**config.mk**
```make
export PLATFORM = sky130hd
export DESIGN_NAME = pen_locator
export DESIGN_NICKNAME = d
export VERILOG_FILES = /design/src/rtl/pen_locator_pkg.sv /design/src/rtl/pen_sync.sv /design/src/rtl/pen_locator.sv
export SDC_FILE = /design/constraint.sdc
export NUM_CORES = 1
export LEC_CHECK = 0
export CORE_MARGIN = 5
export CORE_UTILIZATION = 51
export CTS_CLUSTER_DIAMETER = 40
export DETAILED_ROUTE_END_ITERATION = 7
export GPL_TIMING_DRIVEN = 0
export PLACE_DENSITY_LB_ADDON = 0.05
export SYNTH_ARGS = -nofsm -noshare
export SYNTH_HDL_FRONTEND = slang
export SYNTH_SLANG_ARGS = --single-unit
```
**constraint.sdc**
```tcl
create_clock -name clk -period 2.2 [get_ports clk]
set_input_delay 0.33 -clock clk [delete_from_list [all_inputs] [get_ports clk]]
set_output_delay 0.33 -clock clk [all_outputs]
set_load 0.01 [all_outputs]
```
**src/rtl/pen_locator_pkg.sv**
```systemverilog
// pen_locator_pkg: system state codes, locator FSM encoding and shared helpers.
// Rev 1.0
`default_nettype none

package pen_locator_pkg;

  typedef enum logic [2:0] {
    ST_RST   = 3'd0,
    ST_SLEEP = 3'd1,
    ST_LIGHT = 3'd2,
    ST_DRAW  = 3'd3,
    ST_WRITE = 3'd4,
    ST_ERASE = 3'd5,
    ST_COLOR = 3'd6,
    ST_STOP  = 3'd7
  } st_state_e;

  typedef enum logic [1:0] {
    PL_IDLE   = 2'd0,
    PL_SETTLE = 2'd1,
    PL_SAMPLE = 2'd2,
    PL_DECIDE = 2'd3
  } pl_state_e;

  localparam logic [1:0] COLOR_ERASE = 2'b00;

  function automatic logic st_write_en(input logic [2:0] s);
    return (s == ST_DRAW) || (s == ST_WRITE) || (s == ST_ERASE);
  endfunction

endpackage

`default_nettype wire

```
**src/rtl/pen_sync.sv**
```systemverilog
// pen_sync: two-flop synchroniser for the asynchronous pen detect input.
// Rev 1.0
`default_nettype none

module pen_sync (
  input  logic clk,
  input  logic rst,
  input  logic d_i,
  output logic q_o
);

  logic meta_q;
  logic sync_q;

  always_ff @(posedge clk) begin
    if (rst) begin
      meta_q <= 1'b0;
      sync_q <= 1'b0;
    end else begin
      meta_q <= d_i;
      sync_q <= meta_q;
    end
  end

  assign q_o = sync_q;

endmodule

`default_nettype wire

```
**src/rtl/pen_locator.sv**
```systemverilog
// pen_locator: qualifies light-pen hits against the scanned pixel and issues buffered frame-buffer writes.
// Rev 1.0
`default_nettype none

module pen_locator
  import pen_locator_pkg::*;
#(
  parameter int unsigned HIT_DELAY = 4,
  parameter int unsigned HIT_WIN   = 8,
  parameter int unsigned HIT_MIN   = 5,
  parameter bit          DEDUP     = 1'b1
) (
  input  logic       clk,
  input  logic       rst,
  input  logic [2:0] state_i,
  input  logic       scan_strobe_i,
  input  logic [2:0] scan_row_i,
  input  logic [2:0] scan_col_i,
  input  logic       pen_hit_i,
  input  logic [1:0] pen_color_i,
  output logic       wr_valid_o,
  input  logic       wr_ready_i,
  output logic [5:0] wr_addr_o,
  output logic [1:0] wr_data_o,
  output logic [5:0] last_addr_o,
  output logic [7:0] drop_cnt_o
);

  localparam logic [3:0] DLY_LAST = 4'(HIT_DELAY - 1);
  localparam logic [3:0] WIN_LAST = 4'(HIT_WIN - 1);
  localparam logic [3:0] MIN_HITS = 4'(HIT_MIN);

  logic pen_s;

  pen_sync u_pen_sync (
    .clk (clk),
    .rst (rst),
    .d_i (pen_hit_i),
    .q_o (pen_s)
  );

  pl_state_e  fsm_q, fsm_d;
  logic [3:0] cnt_q, cnt_d;
  logic [3:0] hit_cnt_q, hit_cnt_d;
  logic [5:0] px_addr_q, px_addr_d;
  logic [1:0] px_data_q, px_data_d;
  logic       decide;

  logic       wr_valid_q;
  logic [5:0] wr_addr_q;
  logic [1:0] wr_data_q;
  logic [5:0] last_addr_q;
  logic [7:0] drop_cnt_q;
  logic       dedup_vld_q;
  logic [7:0] dedup_q;

  logic       wr_en;
  logic       accept;
  logic       dup;
  logic       load;
  logic       drop;

  assign wr_en = st_write_en(state_i);

  // A strobe always relatches: the most recent pixel wins, aborting any in flight.
  always_comb begin
    fsm_d     = fsm_q;
    cnt_d     = cnt_q;
    hit_cnt_d = hit_cnt_q;
    px_addr_d = px_addr_q;
    px_data_d = px_data_q;
    decide    = 1'b0;
    if (!wr_en) begin
      fsm_d = PL_IDLE;
    end else if (scan_strobe_i) begin
      fsm_d     = PL_SETTLE;
      cnt_d     = 4'd0;
      px_addr_d = {scan_row_i, scan_col_i};
      px_data_d = (state_i == ST_ERASE) ? COLOR_ERASE : pen_color_i;
    end else begin
      case (fsm_q)
        PL_SETTLE: begin
          if (cnt_q == DLY_LAST) begin
            fsm_d     = PL_SAMPLE;
            cnt_d     = 4'd0;
            hit_cnt_d = 4'd0;
          end else begin
            cnt_d = cnt_q + 4'd1;
          end
        end
        PL_SAMPLE: begin
          hit_cnt_d = hit_cnt_q + {3'b000, pen_s};
          if (cnt_q == WIN_LAST) begin
            fsm_d = PL_DECIDE;
          end else begin
            cnt_d = cnt_q + 4'd1;
          end
        end
        PL_DECIDE: begin
          decide = 1'b1;
          fsm_d  = PL_IDLE;
        end
        default: fsm_d = PL_IDLE;
      endcase
    end
  end

  always_comb begin
    accept = decide && (hit_cnt_q >= MIN_HITS);
    dup    = DEDUP && dedup_vld_q && (dedup_q == {px_addr_q, px_data_q});
    load   = accept && !dup && (!wr_valid_q || wr_ready_i);
    drop   = accept && !dup && !load;
  end

  always_ff @(posedge clk) begin
    if (rst) begin
      fsm_q       <= PL_IDLE;
      cnt_q       <= 4'd0;
      hit_cnt_q   <= 4'd0;
      px_addr_q   <= 6'd0;
      px_data_q   <= 2'd0;
      wr_valid_q  <= 1'b0;
      wr_addr_q   <= 6'd0;
      wr_data_q   <= 2'd0;
      last_addr_q <= 6'd0;
      drop_cnt_q  <= 8'd0;
      dedup_vld_q <= 1'b0;
      dedup_q     <= 8'd0;
    end else begin
      fsm_q     <= fsm_d;
      cnt_q     <= cnt_d;
      hit_cnt_q <= hit_cnt_d;
      px_addr_q <= px_addr_d;
      px_data_q <= px_data_d;

      if (load) begin
        wr_valid_q  <= 1'b1;
        wr_addr_q   <= px_addr_q;
        wr_data_q   <= px_data_q;
        last_addr_q <= px_addr_q;
        dedup_vld_q <= 1'b1;
        dedup_q     <= {px_addr_q, px_data_q};
      end else if (wr_valid_q && wr_ready_i) begin
        wr_valid_q <= 1'b0;
      end

      // System-level reset state wipes statistics and the duplicate filter.
      if (state_i == ST_RST) begin
        drop_cnt_q  <= 8'd0;
        dedup_vld_q <= 1'b0;
      end else if (drop && (drop_cnt_q != 8'hFF)) begin
        drop_cnt_q <= drop_cnt_q + 8'd1;
      end
    end
  end

  assign wr_valid_o  = wr_valid_q;
  assign wr_addr_o   = wr_addr_q;
  assign wr_data_o   = wr_data_q;
  assign last_addr_o = last_addr_q;
  assign drop_cnt_o  = drop_cnt_q;

endmodule

`default_nettype wire

```
==> reports/results.tsv, run 1 <==
metric	value	unit
switching_share	24.1	%
p_int	1.01	mW
wl_per_cell	13.0	um
num_vias	1811	
boundaryPins	39	
gp_congestion	0.767	
yosysTopAreaCellShare	37.4	%
grtUsageTotal	17.8	%
viasPerCell	5.44	
power_switching	0.319	mW
drt_iter0_drc	101	
finalCritPeriodShare	94.0	%
initial_core_util	51.6	%
max_freq	483	MHz
clkSinkCount	38	
status	completed	
die_w	73.2	um
syn_nets	260	
ir_worst_vdd	0.000328	V
p_leak	0.947	nW
die_h	73.2	um
cts.repair.resized	0	
synthCells	237	
fin_area	0.00259	mm^2
rrSetupSlack	0.18	ns
cts_root_buf	clkbuf_8	
ant_nets	0	
rsz0062_at_grt	false	
tightest_slew	0.586	ns
hp-class	flop to flop	
cts_tree	built	
clkLatencyLatePin	0.29	ns
layout-drive-gt1-share	10.2	%
core	0.00394	mm^2
num-nets-final	305	
critPathKind	primary input to flop	
pre_cts_slack	-0.165	ns
grt_pass1_vias	1634	
worst_setup_path_end_kind	flop	
placement_rows	23	
grt_max_degree	13	
critPathRequiredTime	2.43	ns
fin_tns_setup	0	ns
gr-total-overflow	0	
drc	0	
yosysWarnings	0	
critPathTopFamily	simple AND/OR/NAND/NOR gates	
die_area	0.00536	mm^2
combPwrFrac	8.6	%
crit_slowest_cell	or4_1	
diodes	0	
synth_top_area_cell	dfxtp_1	
cts_hold_buf	0	
antenna_found_initial	0	
grt_pass1_wl	7540	um
place_area	0.00248	mm^2
post_cts_buffers	0	
report.final.slew_viol_count	0	
fin_worst_skew	0.00967	ns
synth_area_leaders	dfxtp_1, mux2i_1, nand2_1	
nFillCells	375	
dr.pass1.iters	5	
yosysUniqueCellTypes	48	
power_density	511	mW/mm^2
dpl.hpwl	3260	um
crit_arrival	2.29	ns
pwr-share-clk	38.1	%
finalPower	1.32	mW
async_flop_share	0	%
multi_input_area	0.00116	mm^2
critPathLaunchType	primary input	
synth-edff-count	0	
path_cells	clkdlybuf4s50_1, and3b_2, o21ai_2, or4_1, or3b_1, a21oi_1	
htreeDepth	2	
synth_area_per_cell	8.59	um^2
crit_path_max_fanout	8	
seq_area_frac_synth	37.4	%
synth_seq_cells	38	
yosys_most_used_dff	dfxtp_1	
finalSetupViolCount	0	
path_clk_slew	0.08	ns
power.share.sequential	53.2	%
area_growth	27.4	%
clock_path_buffers	2	
cp_slowest_stage_delay	0.61	ns
regArea	762	um^2
portBuffers	38	
hold_viol_final	0	
syn_area	0.00204	mm^2
period_needed	2.07	ns
cts_buffers	5	
cap_violations	0	
cp_num_buf_inv	1	
fin_ws	0.131	ns
wl	4340	um
maxSlewHeadroom	60.7	%
[power groups by stage]
stage / Clock (mW) / Sequential, mW / Combinational, mW
floorplan: 0 / 0.719 / 0.0664
global placement: 0 / 0.720 / 0.112
detailed placement: 0 / 0.721 / 0.114
CTS: 0.520 / 0.704 / 0.115
global route: 0.553 / 0.706 / 0.127
finish: 0.505 / 0.705 / 0.114
[routing by layer]
| metal | track usage [%] | routed length, um | vias to the layer above |
|---|---|---|---|
| li1 | - | - | 926 |
| met3 | 4.68 | 277 | 4 |
| met4 | 5.12 | 27 | 0 |
| met2 | 27.1 | 1970 | 50 |
| met5 | 0 | 0 | - |
| met1 | 24.7 | 2060 | 831 |
[registers in the layout, summed over array words and instances, names as in the netlist]
signal             flops
px_addr_q              6
hit_cnt_q              4
dedup_vld_q            1
wr_valid_o             1
dedup_q                1
u_pen_sync.q_o         1
cnt_q                  4
u_pen_sync.meta_q      1
px_data_q              2
fsm_q                  2
wr_data_o              1
drop_cnt_o             8
last_addr_o            6
[kinds of logic after synthesis]
kind of cell / count (synthesis) / share of synthesized area [%]
AND/OR/NAND/NOR: 101 / 25.6
AO/OA/AOI/OAI: 45 / 14.1
flip-flops: 38 / 37.4
buffers and inverters: 20 / 6.33
multiplexers: 18 / 8.85
XOR/XNOR: 8 / 3.44
adder cells (fa/ha/maj): 7 / 4.30
[layout make-up]
| type | count | share of cell area, % |
|---|---|---|
| Buffer | 15 | 4.25 |
| Clock buffer | 6 | 3.19 |
| Clock inverter | 2 | 0.483 |
| Inverter | 5 | 0.724 |
| Multi-Input combinational cell | 179 | 44.9 |
| Sequential cell | 38 | 29.4 |
| Tap cell | 50 | 2.41 |
| Timing Repair Buffer | 38 | 14.7 |
[path summary, 6_finish.rpt]
path / cells past startpoint / endpoint / start
hold / removal: 1 / u_pen_sync.q_o / u_pen_sync.meta_q
setup reg to reg: 5 / hit_cnt_q[3] / cnt_q[0]
setup / recovery: 6 / drop_cnt_o[1] / state_i[2]
hold reg to reg: 1 / u_pen_sync.q_o / u_pen_sync.meta_q
[cells in the mapped netlist (5+ instances only)]
master   number
nor2_1       21
or4_1         5
xnor2_1       8
nand3_1       9
ha_1          7
nand2_1      32
o21ai_0       8
a21oi_1      16
buf_4         6
dfxtp_1      38
mux2i_1      18
[worst register-to-register path: stages (launching register included)]
cell	delay [ns]
dfxtp_2	0.38
ha_4	0.17
or3b_4	0.40
a211o_1	0.36
or4_1	0.48
a21oi_1	0.16
[metrics by stage]
stage / util, % / hold WS [ns] / std cells
2_1_floorplan: - / 0.414 / 237
3_3_place_gp: 62.9 / 0.448 / 325
3_5_place_dp: 62.9 / 0.447 / 325
4_1_cts: 65.3 / 0.464 / 333
5_1_grt: 65.8 / 0.491 / 333
6_report: 65.8 / 0.463 / 333
[cell usage in the layout, fill, tap and decap left out, types with 2 or more instances in the layout]
cell type / Yosys / final
clkbuf_8: 0 / 6
o31ai_1: 3 / 3
inv_1: 4 / 4
o21ai_2: 2 / 2
a21oi_1: 16 / 16
o21a_1: 3 / 3
nor2_1: 21 / 21
nand2_1: 32 / 32
xnor2_1: 8 / 8
or2_2: 2 / 2
or3_1: 4 / 4
nor3_1: 4 / 3
nand4b_1: 2 / 2
nand3_1: 9 / 9
mux2i_1: 18 / 18
nand4_1: 3 / 3
ha_1: 7 / 6
dfxtp_1: 38 / 37
o211ai_1: 3 / 3
nand2b_1: 2 / 2
buf_4: 6 / 6
buf_6: 4 / 4
clkdlybuf4s50_1: 0 / 38
or4_1: 5 / 5
clkbuf_1: 3 / 3
nor2b_1: 4 / 4
nand3b_1: 2 / 2
a31oi_1: 2 / 2
a311oi_1: 2 / 2
o21ai_0: 8 / 8
Note: power is estimated with default switching activity, not from simulation.
==> run 2, diff against run 1 <==
--- a/config.mk
+++ b/config.mk
@@ -5,6 +5,7 @@
 export SDC_FILE = /design/constraint.sdc
 export NUM_CORES = 1
 export LEC_CHECK = 0
+export CAP_MARGIN = 20
 export CORE_MARGIN = 5
 export CORE_UTILIZATION = 51
 export CTS_CLUSTER_DIAMETER = 40
==> results of run 2 <==
The final DEF is identical to that of run 1; final timing and power are the same.
